--- src/rtl/codec_frame_serializer_if.sv ---
// codec_frame_serializer_if
// Bundles the datapath, command and serial-output signals of the codec
// frame serializer so that they can be passed as one port.
//   master : the side that drives bit_en, enable, samples and commands
//            and observes the serial outputs (datapath / testbench).
//   slave  : the serializer itself.
// Signals:
//   bit_en        serial bit strobe, one per bit time
//   enable        audio enable, sampled at frame start
//   sample_left   left PCM sample, two's complement
//   sample_right  right PCM sample, two's complement
//   cmd_valid     register-write request
//   cmd_addr      codec register address
//   cmd_data      codec register data
//   cmd_ready     command holding register is free
//   new_frame     one-cycle pulse after each frame-start strobe
//   sync          frame sync, high during slot 0
//   sdata_out     serial frame data, MSB first per slot
//   bit_index     frame position of the bit on sdata_out
interface codec_frame_serializer_if;
  logic        bit_en;
  logic        enable;
  logic [15:0] sample_left;
  logic [15:0] sample_right;
  logic        cmd_valid;
  logic [6:0]  cmd_addr;
  logic [15:0] cmd_data;
  logic        cmd_ready;
  logic        new_frame;
  logic        sync;
  logic        sdata_out;
  logic [7:0]  bit_index;

  modport master (
    output bit_en, enable, sample_left, sample_right,
    output cmd_valid, cmd_addr, cmd_data,
    input  cmd_ready, new_frame, sync, sdata_out, bit_index
  );

  modport slave (
    input  bit_en, enable, sample_left, sample_right,
    input  cmd_valid, cmd_addr, cmd_data,
    output cmd_ready, new_frame, sync, sdata_out, bit_index
  );
endinterface

--- src/rtl/codec_frame_serializer.sv ---
// codec_frame_serializer
// Transmit side of the codec sample link. Counts serial bit times, marks
// each frame start with new_frame, and shifts out the 256-bit frame
// (tag slot, command address/data slots, left/right PCM slots, eight
// empty slots) MSB first, one bit per bit_en. A one-deep holding register
// queues a single codec register write for the next frame.
// Ports:
//   clk       system clock
//   reset     synchronous, active-low reset
//   io_codec  slave side of codec_frame_serializer_if (see that file)
module codec_frame_serializer (
  input  logic                           clk,
  input  logic                           reset,
  codec_frame_serializer_if.slave        io_codec
);

  typedef enum logic {
    CMD_EMPTY,
    CMD_PENDING
  } cmdState_t;

  cmdState_t   r_cmdState;
  cmdState_t   w_cmdStateNext;
  logic        w_cmdReady;
  logic        w_handshake;
  logic [6:0]  r_cmdAddr;
  logic [15:0] r_cmdData;

  logic [7:0]  r_nextBit;
  logic        w_frameStart;

  logic        r_enable;
  logic        r_frameCmd;
  logic [6:0]  r_frameAddr;
  logic [15:0] r_frameData;
  logic [15:0] r_left;
  logic [15:0] r_right;

  logic        w_enable;
  logic        w_cmdPresent;
  logic [6:0]  w_addr;
  logic [15:0] w_data;
  logic [15:0] w_left;
  logic [15:0] w_right;

  logic [19:0] w_slotWord;
  logic [4:0]  w_offset;
  logic        w_bit;

  logic        r_sdata;
  logic        r_sync;
  logic        r_newFrame;
  logic [7:0]  r_bitIndex;

  // r_nextBit is the position the next bit_en will present, so a strobe
  // while it is zero (including the first one after reset) starts a frame.
  assign w_frameStart = io_codec.bit_en && (r_nextBit == 8'd0);
  assign w_handshake  = io_codec.cmd_valid && w_cmdReady;

  // Command holding register occupancy.
  always_ff @(posedge clk) begin
    if (!reset) r_cmdState <= CMD_EMPTY;
    else        r_cmdState <= w_cmdStateNext;
  end

  // A captured command waits for a frame start in a later cycle; a
  // capture coinciding with a frame start therefore rides the next frame.
  always_comb begin
    w_cmdStateNext = r_cmdState;
    w_cmdReady     = 1'b0;
    case (r_cmdState)
      CMD_EMPTY: begin
        w_cmdReady = 1'b1;
        if (io_codec.cmd_valid) w_cmdStateNext = CMD_PENDING;
      end
      CMD_PENDING: begin
        if (w_frameStart) w_cmdStateNext = CMD_EMPTY;
      end
      default: w_cmdStateNext = CMD_EMPTY;
    endcase
  end

  // Command address/data capture on handshake.
  always_ff @(posedge clk) begin
    if (!reset) begin
      r_cmdAddr <= 7'd0;
      r_cmdData <= 16'd0;
    end else if (w_handshake) begin
      r_cmdAddr <= io_codec.cmd_addr;
      r_cmdData <= io_codec.cmd_data;
    end
  end

  // Frame content, frozen for the whole frame at each frame start.
  always_ff @(posedge clk) begin
    if (!reset) begin
      r_enable    <= 1'b0;
      r_frameCmd  <= 1'b0;
      r_frameAddr <= 7'd0;
      r_frameData <= 16'd0;
      r_left      <= 16'd0;
      r_right     <= 16'd0;
    end else if (w_frameStart) begin
      r_enable    <= io_codec.enable;
      r_frameCmd  <= (r_cmdState == CMD_PENDING);
      r_frameAddr <= r_cmdAddr;
      r_frameData <= r_cmdData;
      r_left      <= io_codec.sample_left;
      r_right     <= io_codec.sample_right;
    end
  end

  // Bit 0 is serialized in the same cycle the content is latched, so the
  // frame-start strobe bypasses the latches with the incoming values.
  assign w_enable     = w_frameStart ? io_codec.enable : r_enable;
  assign w_cmdPresent = w_frameStart ? (r_cmdState == CMD_PENDING) : r_frameCmd;
  assign w_addr       = w_frameStart ? r_cmdAddr : r_frameAddr;
  assign w_data       = w_frameStart ? r_cmdData : r_frameData;
  assign w_left       = w_frameStart ? io_codec.sample_left : r_left;
  assign w_right      = w_frameStart ? io_codec.sample_right : r_right;

  // Select the 20-bit slot word and the offset within it. Slot 0 is padded
  // to 20 bits on the right so every slot indexes the same way.
  always_comb begin
    w_slotWord = 20'd0;
    w_offset   = 5'd0;
    if (r_nextBit < 8'd16) begin
      w_slotWord = {w_enable, w_cmdPresent, w_cmdPresent, w_enable, w_enable, 11'd0, 4'd0};
      w_offset   = r_nextBit[4:0];
    end else if (r_nextBit < 8'd36) begin
      w_slotWord = w_cmdPresent ? {1'b0, w_addr, 12'd0} : 20'd0;
      w_offset   = 5'(r_nextBit - 8'd16);
    end else if (r_nextBit < 8'd56) begin
      w_slotWord = w_cmdPresent ? {w_data, 4'd0} : 20'd0;
      w_offset   = 5'(r_nextBit - 8'd36);
    end else if (r_nextBit < 8'd76) begin
      w_slotWord = w_enable ? {w_left, 4'd0} : 20'd0;
      w_offset   = 5'(r_nextBit - 8'd56);
    end else if (r_nextBit < 8'd96) begin
      w_slotWord = w_enable ? {w_right, 4'd0} : 20'd0;
      w_offset   = 5'(r_nextBit - 8'd76);
    end
  end

  assign w_bit = w_slotWord[5'd19 - w_offset];

  // Registered serial outputs; everything but new_frame holds between
  // strobes, and the counter wraps 255 -> 0 by natural overflow.
  always_ff @(posedge clk) begin
    if (!reset) begin
      r_nextBit  <= 8'd0;
      r_bitIndex <= 8'd0;
      r_sdata    <= 1'b0;
      r_sync     <= 1'b0;
      r_newFrame <= 1'b0;
    end else begin
      r_newFrame <= w_frameStart;
      if (io_codec.bit_en) begin
        r_bitIndex <= r_nextBit;
        r_sdata    <= w_bit;
        r_sync     <= (r_nextBit < 8'd16);
        r_nextBit  <= r_nextBit + 8'd1;
      end
    end
  end

  assign io_codec.cmd_ready = w_cmdReady;
  assign io_codec.new_frame = r_newFrame;
  assign io_codec.sync      = r_sync;
  assign io_codec.sdata_out = r_sdata;
  assign io_codec.bit_index = r_bitIndex;

endmodule

--- src/flat_wrapper.sv ---
// flat-port wrapper written by rule: the top's interface ports become plain ports
module codec_frame_serializer_flat 
  (clk, reset, io_codec_bit_en, io_codec_enable, io_codec_sample_left, io_codec_sample_right, io_codec_cmd_valid, io_codec_cmd_addr, io_codec_cmd_data, io_codec_cmd_ready, io_codec_new_frame, io_codec_sync, io_codec_sdata_out, io_codec_bit_index);
  codec_frame_serializer_if io_codec_i ();
  input  logic clk;
  input  logic reset;
  input wire logic [$bits(io_codec_i.bit_en)-1:0] io_codec_bit_en;
  input wire logic [$bits(io_codec_i.enable)-1:0] io_codec_enable;
  input wire logic [$bits(io_codec_i.sample_left)-1:0] io_codec_sample_left;
  input wire logic [$bits(io_codec_i.sample_right)-1:0] io_codec_sample_right;
  input wire logic [$bits(io_codec_i.cmd_valid)-1:0] io_codec_cmd_valid;
  input wire logic [$bits(io_codec_i.cmd_addr)-1:0] io_codec_cmd_addr;
  input wire logic [$bits(io_codec_i.cmd_data)-1:0] io_codec_cmd_data;
  output wire logic [$bits(io_codec_i.cmd_ready)-1:0] io_codec_cmd_ready;
  output wire logic [$bits(io_codec_i.new_frame)-1:0] io_codec_new_frame;
  output wire logic [$bits(io_codec_i.sync)-1:0] io_codec_sync;
  output wire logic [$bits(io_codec_i.sdata_out)-1:0] io_codec_sdata_out;
  output wire logic [$bits(io_codec_i.bit_index)-1:0] io_codec_bit_index;
  assign io_codec_i.bit_en = io_codec_bit_en;
  assign io_codec_i.enable = io_codec_enable;
  assign io_codec_i.sample_left = io_codec_sample_left;
  assign io_codec_i.sample_right = io_codec_sample_right;
  assign io_codec_i.cmd_valid = io_codec_cmd_valid;
  assign io_codec_i.cmd_addr = io_codec_cmd_addr;
  assign io_codec_i.cmd_data = io_codec_cmd_data;
  assign io_codec_cmd_ready = io_codec_i.cmd_ready;
  assign io_codec_new_frame = io_codec_i.new_frame;
  assign io_codec_sync = io_codec_i.sync;
  assign io_codec_sdata_out = io_codec_i.sdata_out;
  assign io_codec_bit_index = io_codec_i.bit_index;
  codec_frame_serializer u_core (.clk(clk), .reset(reset), .io_codec(io_codec_i));
endmodule
--- config.mk ---
export PLATFORM = sky130hd
export DESIGN_NAME = codec_frame_serializer_flat
export DESIGN_NICKNAME = d
export VERILOG_FILES = /design/src/rtl/codec_frame_serializer_if.sv /design/src/rtl/codec_frame_serializer.sv /design/src/flat_wrapper.sv
export SDC_FILE = /design/constraint.sdc
export NUM_CORES = 1
export LEC_CHECK = 0
export CAP_MARGIN = 20
export CORE_MARGIN = 4
export CORE_UTILIZATION = 50
export CTS_CLUSTER_SIZE = 10
export DETAILED_ROUTE_END_ITERATION = 10
export GPL_TIMING_DRIVEN = 1
export HOLD_SLACK_MARGIN = 0.02
export PLACE_DENSITY_LB_ADDON = 0.3
export SLEW_MARGIN = 0
export SYNTH_ARGS = -nofsm -noshare
export SYNTH_HDL_FRONTEND = slang
export SYNTH_SLANG_ARGS = --single-unit
--- constraint.sdc ---
create_clock -name clk -period 3.8 [get_ports clk]
set_input_delay 0.76 -clock clk [delete_from_list [all_inputs] [get_ports clk]]
set_output_delay 0.76 -clock clk [all_outputs]
set_load 0.01 [all_outputs]
Word-level counts from Yosys, hierarchy flattened
Index checks and enable logic that the tools add are counted.
- flip-flop bits (word level): 100
- add/subtract/negate cells: 6
- $lt $le $gt $ge: 6
- muxes and demuxes: 26
- bitwise operators: 1
- reductions and logical operators: 3
- operators with widths (cell ; count):
    $mux 20 ; 8
    $mux 16 ; 3
    $mux 5 ; 5
    $mux 19 ; 1
    $lt 8x6->1 const B ; 2
    $lt 8x7->1 const B ; 2
    $sub 5x5->5 const B ; 2
    $add 8x1->8 const B ; 1
    $logic_not 8->1 ; 1
    $lt 8x5->1 const B ; 1
    $mux 7 ; 1
    $lt 5x6->1 const B ; 1
    $mux 1 ; 6
    $bmux 1 s5 ; 1
    $sub 5x3->5 const B ; 1
    $sub 5x4->5 const B ; 1
    $sub 5x5->5 const A ; 1
    $logic_and 1x1->1 ; 2
    $pmux 1 s2 ; 1
    $not 1->1 ; 1

Depth between registers and ports, before layout
Gate-level depths: netlist (run 1).
- depth after elaboration: 11
- gate-level depth with buffers: 13

Least setup slack after synthesis (run 1)
No wires, ideal clock.
- kind: input-to-reg
- from: input port io_codec_bit_en
- to: register u_core.r_sdata (netlist: u_core.io_codec.sdata_out)
- data arrival time: 2.820 ns
- data required time: 3.684 ns
- setup slack: 0.864 ns
- stages: 9
- path through: clkbuf_1 > nand3_1 > nor2_8 > buf_2 > mux2i_1 > o22ai_1 > a2111oi_0 > nor4_1 > o211a_1
- longest elaborated chain between the ends: 10
- elaborated cells between the ends (all ways): 18
- classes of those cells: mux (17); reduce/logical (1)
- ends and longest elaborated chain (item ; line ; text):
    start: declaration ; flat_wrapper.sv:7 ; input wire logic [$bits(io_codec_i.bit_en)-1:0] io_codec_bit_en;
    $logic_and 1x1->1 ; codec_frame_serializer.sv:57 ; assign w_frameStart = io_codec.bit_en && (r_nextBit == 8'd0);
    $mux 16 / $mux 1 (equally long branches) ; codec_frame_serializer.sv:120, codec_frame_serializer.sv:115 ;
    $mux 20 ; codec_frame_serializer.sv:140 ; w_slotWord = w_enable ? {w_right, 4'd0} : 20'd0;
    $mux 20 ; codec_frame_serializer.sv:139 ; end else if (r_nextBit < 8'd96) begin
    $mux 20 ; codec_frame_serializer.sv:136 ; end else if (r_nextBit < 8'd76) begin
    $mux 20 ; codec_frame_serializer.sv:133 ; end else if (r_nextBit < 8'd56) begin
    $mux 20 ; codec_frame_serializer.sv:130 ; end else if (r_nextBit < 8'd36) begin
    $mux 20 ; codec_frame_serializer.sv:127 ; if (r_nextBit < 8'd16) begin
    $bmux 1 s5 ; codec_frame_serializer.sv:145 ; assign w_bit = w_slotWord[5'd19 - w_offset];
    $mux 1 (implied by the code) ; codec_frame_serializer.sv:145 ;
    end signal: assignment ; codec_frame_serializer.sv:160 ; r_sdata <= w_bit;
    end: declaration ; codec_frame_serializer.sv:50 ; logic r_sdata;
Parallel ways exist; a longest one is shown, timed or not. The select of a mux whose other input is x is not followed.
A chain may end at the register's enable or synchronous reset.

Worst setup path after layout (run 1)
- from: register u_core.r_nextBit[3]
- to: register u_core.r_sdata (netlist: u_core.io_codec.sdata_out)
- longest elaborated chain between the ends: 11
- elaborated cells between the ends (all ways): 34
- classes of those cells: add/sub (5); order compare (5); mux (22); reduce/logical (2)
- ends and longest elaborated chain (item ; line ; text):
    start: declaration ; codec_frame_serializer.sv:29 ; logic [7:0] r_nextBit;
    start signal: assignment ; codec_frame_serializer.sv:162 ; r_nextBit <= r_nextBit + 8'd1;
    branches (longest 9 deep; another with $lt 8x7->1) ; - ;
    $bmux 1 s5 (*) ; codec_frame_serializer.sv:145 ;
    $mux 1 (implied by the code) (*) ; codec_frame_serializer.sv:145 ;
Every way passes the cells marked *. The select of a mux whose other input is x is not followed.

==> results_dict.tcl, run 1 <==
set metrics [dict create \
    outcome "finished clean" \
    grt_max_degree 57 \
    worst_slew_pin_slew_ns 0.844 \
    num_io_pins 72 \
    synth_common_cells "nand2_1, dfxtp_1, a21boi_0" \
    hold_depth 2 \
    overflow 0 \
    gp_congestion 0.927 \
    ctsResizeCount 0 \
    grt.total_usage_pct 22.0 \
    postSynth.asyncResetShare_pct 0 \
    setup_tns_ns 0 \
    post_cts_buffers 0 \
    dieHeight_um 106 \
    dr.pass1.iters 5 \
    synth.area.top_cells "dfxtp_1, nand2_1, a21boi_0" \
    ys.flop_type "dfxtp_1" \
    fin_nets 696 \
    ir_worst_vdd_mv 0.314 \
    min_path_type "register to register" \
    syn_area_um2 4850 \
    cts_buffers 9 \
    grt_pass1_vias 3998 \
    cts_tree "built" \
    wl_per_cell_um 16.2 \
    route.vias.total 4223 \
    power_switching_uw 592 \
    synthCells 576 \
    power.clock.fraction_pct 34.0 \
    synth_edf_count 0 \
    cts_hold_buf 0 \
    switching_share_pct 25.9 \
    ys_seq_elements 100 \
    root_buffer "clkbuf_8" \
    ant_nets 0 \
    powerDensity_nw_per_um2 389 \
    cts_sinks 100 \
    finalNonFillerCells 763 \
    yosysTopAreaCell "dfxtp_1" \
    rr_worst_depth 11 \
    power.leakage_uw 0.00214 \
    n_antenna_cell 0 \
    relSlewSlack_pct 42.3 \
    synth_cell_type_count 55 \
    routed_wl_mm 12.4 \
    ys.warnings.count 0 \
    drcViolationCount 0 \
    worstSetupPathType "register to register" \
    viasPerCell 5.53 \
    power_frac_seq_pct 49.6 \
    initial_core_util_pct 52.0 \
    clockBufferDepth 2 \
    yosysSeqAreaShare_pct 41.3 \
    endpoint_kind "register" \
    htreeDepth 3 \
    die_w_um 106 \
    clkLatencyLatePin_ns 0.37 \
    worst_clock_skew_ns 0.0114 \
    synth_nets 643 \
    hold_viol_final 0 \
    crit_path_max_fanout 10 \
    rsz0062_at_grt "false" \
    dp_hpwl_mm 8.91 \
    synth_area_per_cell_um2 8.41 \
    drv_cap 0 \
    power_frac_comb_pct 16.3 \
    fmax_mhz 298 \
    drive_gt1_share_pct 5.99 \
    antenna_found_initial 0 \
    grt_pass1_wl_mm 20.1 \
    required_ns 4.11 \
    post-place-cells 747 \
    synth_top_area_share_pct 41.3 \
    cellInternalPower_uw 1690 \
    period_needed_ns 3.35 \
    synth.most_common_cell "nand2_1" \
    setup_viol 0 \
    io_buffers 71 \
    core_area_um2 9330 \
    critPathLaunchType "register" \
    slew_viol_final 0 \
    die_area_um2 11300 \
    drt-initial-drc-count 273 \
    area_delta_synth_final_pct 21.4 \
    critical_path_arrival_ns 3.66 \
    whs_ns 0.463 \
    core.rowCount 35 \
    fin_crit_sh_pct 88.3 \
    path_clk_slew_ns 0.10 \
]
worst max-delay path: stages, from the launching register on:
cell and delay [ns]:
dfxtp_1 0.40, inv_1 0.17, ha_1 0.22, nor2b_1 0.19, o21a_1 0.38, nor2_1 0.20
o32ai_1 0.42, ha_1 0.34, a2111o_1 0.35, a311o_1 0.34, o311ai_1 0.08, o211a_1 0.18
placed cells by master, fill, tap and decap left out, types with 6 or more instances in the layout:
cell type        synthesis  layout
buf_4                    0      12
clkdlybuf4s50_1          0      70
clkbuf_8                 0      11
a211oi_1                10      10
o21ai_0                  7       7
and3_1                   9       9
nor2_1                  10      10
a21boi_0                62      62
a21oi_1                 10      10
nand2_1                152     152
nand3_1                 12      12
dfxtp_1                100     100
nor2b_1                 32      32
and2_1                   9       9
o22ai_1                  7       7
mux2i_1                 30      30
inv_1                    6       6
ha_1                     7       7
per-layer routing:
layer	up-vias	GRT usage (%)	wire (um)
li1	2092	-	-
met1	2001	29.6	5810
met2	107	34.5	5680
met3	23	4.74	591
met4	0	8.31	276
met5	-	0	0
cells by family after synthesis:
| family | Yosys count | synth area share [%] |
|---|---|---|
| adder cells (fa/ha/maj) | 7 | 1.81 |
| multiplexers | 32 | 7.13 |
| buffers and inverters | 49 | 4.47 |
| flip-flops | 100 | 41.3 |
| XOR/XNOR | 6 | 1.08 |
| AND/OR/NAND/NOR | 251 | 24.2 |
| AO/OA/AOI/OAI | 131 | 20.0 |
metrics by stage:
stage / power [uW] / instance area [um2] / worst slack [ns] / util [%]
detailed placement: 1530 / 5650 / 0.536 / 60.6
finish: 2290 / 5880 / 0.446 / 63.1
global placement: 1520 / 5650 / 0.493 / 60.6
CTS: 2300 / 5880 / 0.484 / 63.1
floorplan: 1380 / 4850 / 0.864 / -
global route: 2390 / 5880 / 0.246 / 63.1
final cells by class:
| class | instances | area (um2) |
|---|---|---|
| clock inverters | 4 | 77.6 |
| inverters | 6 | 22.5 |
| multi-input cells | 427 | 2630 |
| clock buffers | 12 | 155 |
| flip-flops and latches | 100 | 2000 |
| repair buffers | 85 | 836 |
| well taps | 129 | 161 |
| fillers | 833 | 3450 |
state kept, by name, summed over array words and instances (netlist names):
name / cells
u_core.r_nextBit: 8
u_core.r_frameData: 16
u_core.r_frameCmd: 1
u_core.io_codec.new_frame: 1
u_core.io_codec.sync: 1
u_core.r_right: 16
u_core.r_cmdData: 16
u_core.r_cmdAddr: 7
u_core.r_cmdState: 1
u_core.r_enable: 1
u_core.r_left: 16
u_core.io_codec.bit_index: 8
u_core.io_codec.sdata_out: 1
u_core.r_frameAddr: 7
path summary, 6_finish.rpt:
kind / startpoint / end / slack, ns
max: u_core.r_nextBit[3]$_SDFFE_PN0P_ / u_core.io_codec.sdata_out$_SDFFE_PN0P_ / 0.45
min: u_core.r_cmdData[6]$_SDFFE_PN0P_ / u_core.r_frameData[6]$_SDFF_PN0_ / 0.46
max reg2reg: u_core.r_nextBit[3]$_SDFFE_PN0P_ / u_core.io_codec.sdata_out$_SDFFE_PN0P_ / 0.45
min reg2reg: u_core.r_cmdData[6]$_SDFFE_PN0P_ / u_core.r_frameData[6]$_SDFF_PN0_ / 0.46
power by group through the flow:
stage	clock network [uW]	logic, uW	registers (uW)
4_1_cts	795	374	1130
3_3_place_gp	0	364	1160
6_report	778	373	1130
5_1_grt	837	409	1140
3_5_place_dp	0	373	1160
2_1_floorplan	0	230	1150
Power figures use the tool's default switching activity.
==> run 2: changes to the inputs <==
GPL_ROUTABILITY_DRIVEN = 0   (was default)
SETUP_SLACK_MARGIN = 0.1   (was default)
SKIP_LAST_GASP = 1   (was default)
==> results_dict.tcl, run 2 (synthesis gave the netlist of run 1 again) <==
set metrics [dict create \
    outcome "finished clean" \
    power_frac_seq_pct 51.5 \
    dp_hpwl_mm 8.62 \
    hp-start "u_core.r_cmdData[7]$_SDFFE_PN0P_" \
    wl_per_cell_um 15.9 \
    core.rowCount 35 \
    drcViolationCount 0 \
    multi_input_comb_area_um2 2640 \
    ant_nets 0 \
    min_path_type "register to register" \
    initial_core_util_pct 52.0 \
    fin_crit_sh_pct 87.9 \
    rsz0062_at_grt "false" \
    hold_viol_final 0 \
    critPathLaunchType "register" \
    power_frac_comb_pct 17.0 \
    root_buffer "clkbuf_8" \
    regToRegStartpoint "u_core.r_nextBit[2]$_SDFFE_PN0P_" \
    grt.total_usage_pct 21.5 \
    holdPathEnd "u_core.r_frameData[7]$_SDFF_PN0_" \
    n_antenna_cell 0 \
    cts_sinks 100 \
    power.clock.fraction_pct 31.5 \
    grt_pass1_wl_mm 20.0 \
    period_needed_ns 3.34 \
    fmax_mhz 299 \
    drv_cap 0 \
    fillers 848 \
    relSlewSlack_pct 38.9 \
    power_switching_uw 612 \
    powerDensity_nw_per_um2 377 \
    drt-initial-drc-count 319 \
    grt_pass1_vias 4074 \
    crit_path_max_fanout 10 \
    die_area_um2 11300 \
    worstSetupPathType "register to register" \
    route.vias.total 4282 \
    critical_path_arrival_ns 3.66 \
    cts_tree "built" \
    clockBufferDepth 2 \
    setup_tns_ns 0 \
    switching_share_pct 27.8 \
    path_clk_slew_ns 0.10 \
    routed_wl_mm 12.2 \
    hold_depth 2 \
    endpoint_kind "register" \
    final_cell_mix "nand2_1, dfxtp_1, clkdlybuf4s50_1" \
    setup_viol 0 \
    register_area_um2 2000 \
    rr_worst_depth 11 \
    viasPerCell 5.60 \
    ir_worst_vdd_mv 0.204 \
    htreeDepth 3 \
    area_delta_synth_final_pct 20.6 \
    worst_clock_skew_ns 0.0109 \
    grt_max_degree 67 \
    whs_ns 0.470 \
    drive_gt1_share_pct 6.60 \
    worstReg2RegEnd "u_core.io_codec.sdata_out$_SDFFE_PN0P_" \
    io_buffers 71 \
    regToRegSetupSlack_ns 0.46 \
    core_area_um2 9330 \
    dr.pass1.iters 5 \
    clkLatencyLatePin_ns 0.37 \
    cts_hold_buf 0 \
    num_io_pins 72 \
    layout_commonest_cell "nand2_1" \
    worst_slew_pin_slew_ns 0.917 \
    fin_nets 698 \
    slew_viol_final 0 \
    die_w_um 106 \
    cts_buffers 9 \
    cellInternalPower_uw 1590 \
    required_ns 4.12 \
    antenna_found_initial 0 \
    overflow 0 \
    power.leakage_uw 0.00212 \
    dieHeight_um 106 \
]
[run 2: cell types whose count changed in the layout (fill, tap and decap cells not counted), sizes merged]
cell | before | now
clkinv | 0 | 4
clkbuf | 12 | 9
buf | 15 | 17
bufinv | 2 | 1
[run 2: cell type report]
class,count,share of cell area (%)
Clock buffer,9,2.12
Clock inverter,7,1.28
Inverter,6,0.385
Multi-Input combinational cell,427,45.1
Sequential cell,100,34.2
Tap cell,129,2.76
Timing Repair Buffer,87,14.1
[run 2: layer usage]
| layer | track usage, % | vias up | wire, um |
|---|---|---|---|
| li1 | - | 2101 | - |
| met1 | 28.9 | 1965 | 5410 |
| met2 | 34.3 | 185 | 5570 |
| met3 | 4.31 | 31 | 950 |
| met4 | 7.58 | 0 | 245 |
| met5 | 0 | - | 0 |
[run 2: how the worst max path moves through the flow]
stage                     slack (ns)  depth (start not counted)                                      to                             start
final                           0.46                         11  u_core.io_codec.sdata_out$_SDFFE_PN0P_  u_core.r_nextBit[2]$_SDFFE_PN0P_
after global placement          0.32                         11  u_core.io_codec.sdata_out$_SDFFE_PN0P_  u_core.r_nextBit[3]$_SDFFE_PN0P_
after floorplan                 0.86                          9  u_core.io_codec.sdata_out$_SDFFE_PN0P_                   io_codec_bit_en
after global routing            0.28                         11  u_core.io_codec.sdata_out$_SDFFE_PN0P_  u_core.r_nextBit[3]$_SDFFE_PN0P_
after detailed placement        0.31                         11  u_core.io_codec.sdata_out$_SDFFE_PN0P_                   io_codec_bit_en
after CTS                       0.29                         11  u_core.io_codec.sdata_out$_SDFFE_PN0P_  u_core.r_nextBit[3]$_SDFFE_PN0P_
[run 2: metrics by stage]
step	area [um2]	utilization [%]	worst slack, ns	total power, uW	cells
3_3_place_gp	5640	60.5	0.323	1520	749
3_5_place_dp	5640	60.5	0.311	1530	749
5_1_grt	5850	62.7	0.283	2300	765
2_1_floorplan	4850	-	0.864	1380	576
6_report	5850	62.7	0.461	2200	765
4_1_cts	5840	62.6	0.286	2210	765
[run 2: power groups by stage]
stage	sequential, uW	clock (uW)	combinational (uW)
2_1_floorplan	1150	0	230
3_3_place_gp	1160	0	363
3_5_place_dp	1160	0	370
4_1_cts	1130	702	373
5_1_grt	1140	747	409
6_report	1140	694	374
[run 2: repair_timing]
| action | 4_1_cts | 5_1_grt |
|---|---|---|
| buffers inserted | 0 | 0 |
| endpoints found under the hold margin | 0 | 0 |
| resized for setup | 0 | 1 |
| endpoints found under the setup margin | 0 | 1 |
[run 2: critical path: stages (launching register included)]
cell and delay, ns:
dfxtp_1 0.50, inv_1 0.13, ha_1 0.26, nor2b_1 0.15, o21a_1 0.31, nor2_1 0.39
o32ai_2 0.21, ha_1 0.38, a2111o_1 0.37, a311o_1 0.34, o311ai_1 0.08, o211a_1 0.18
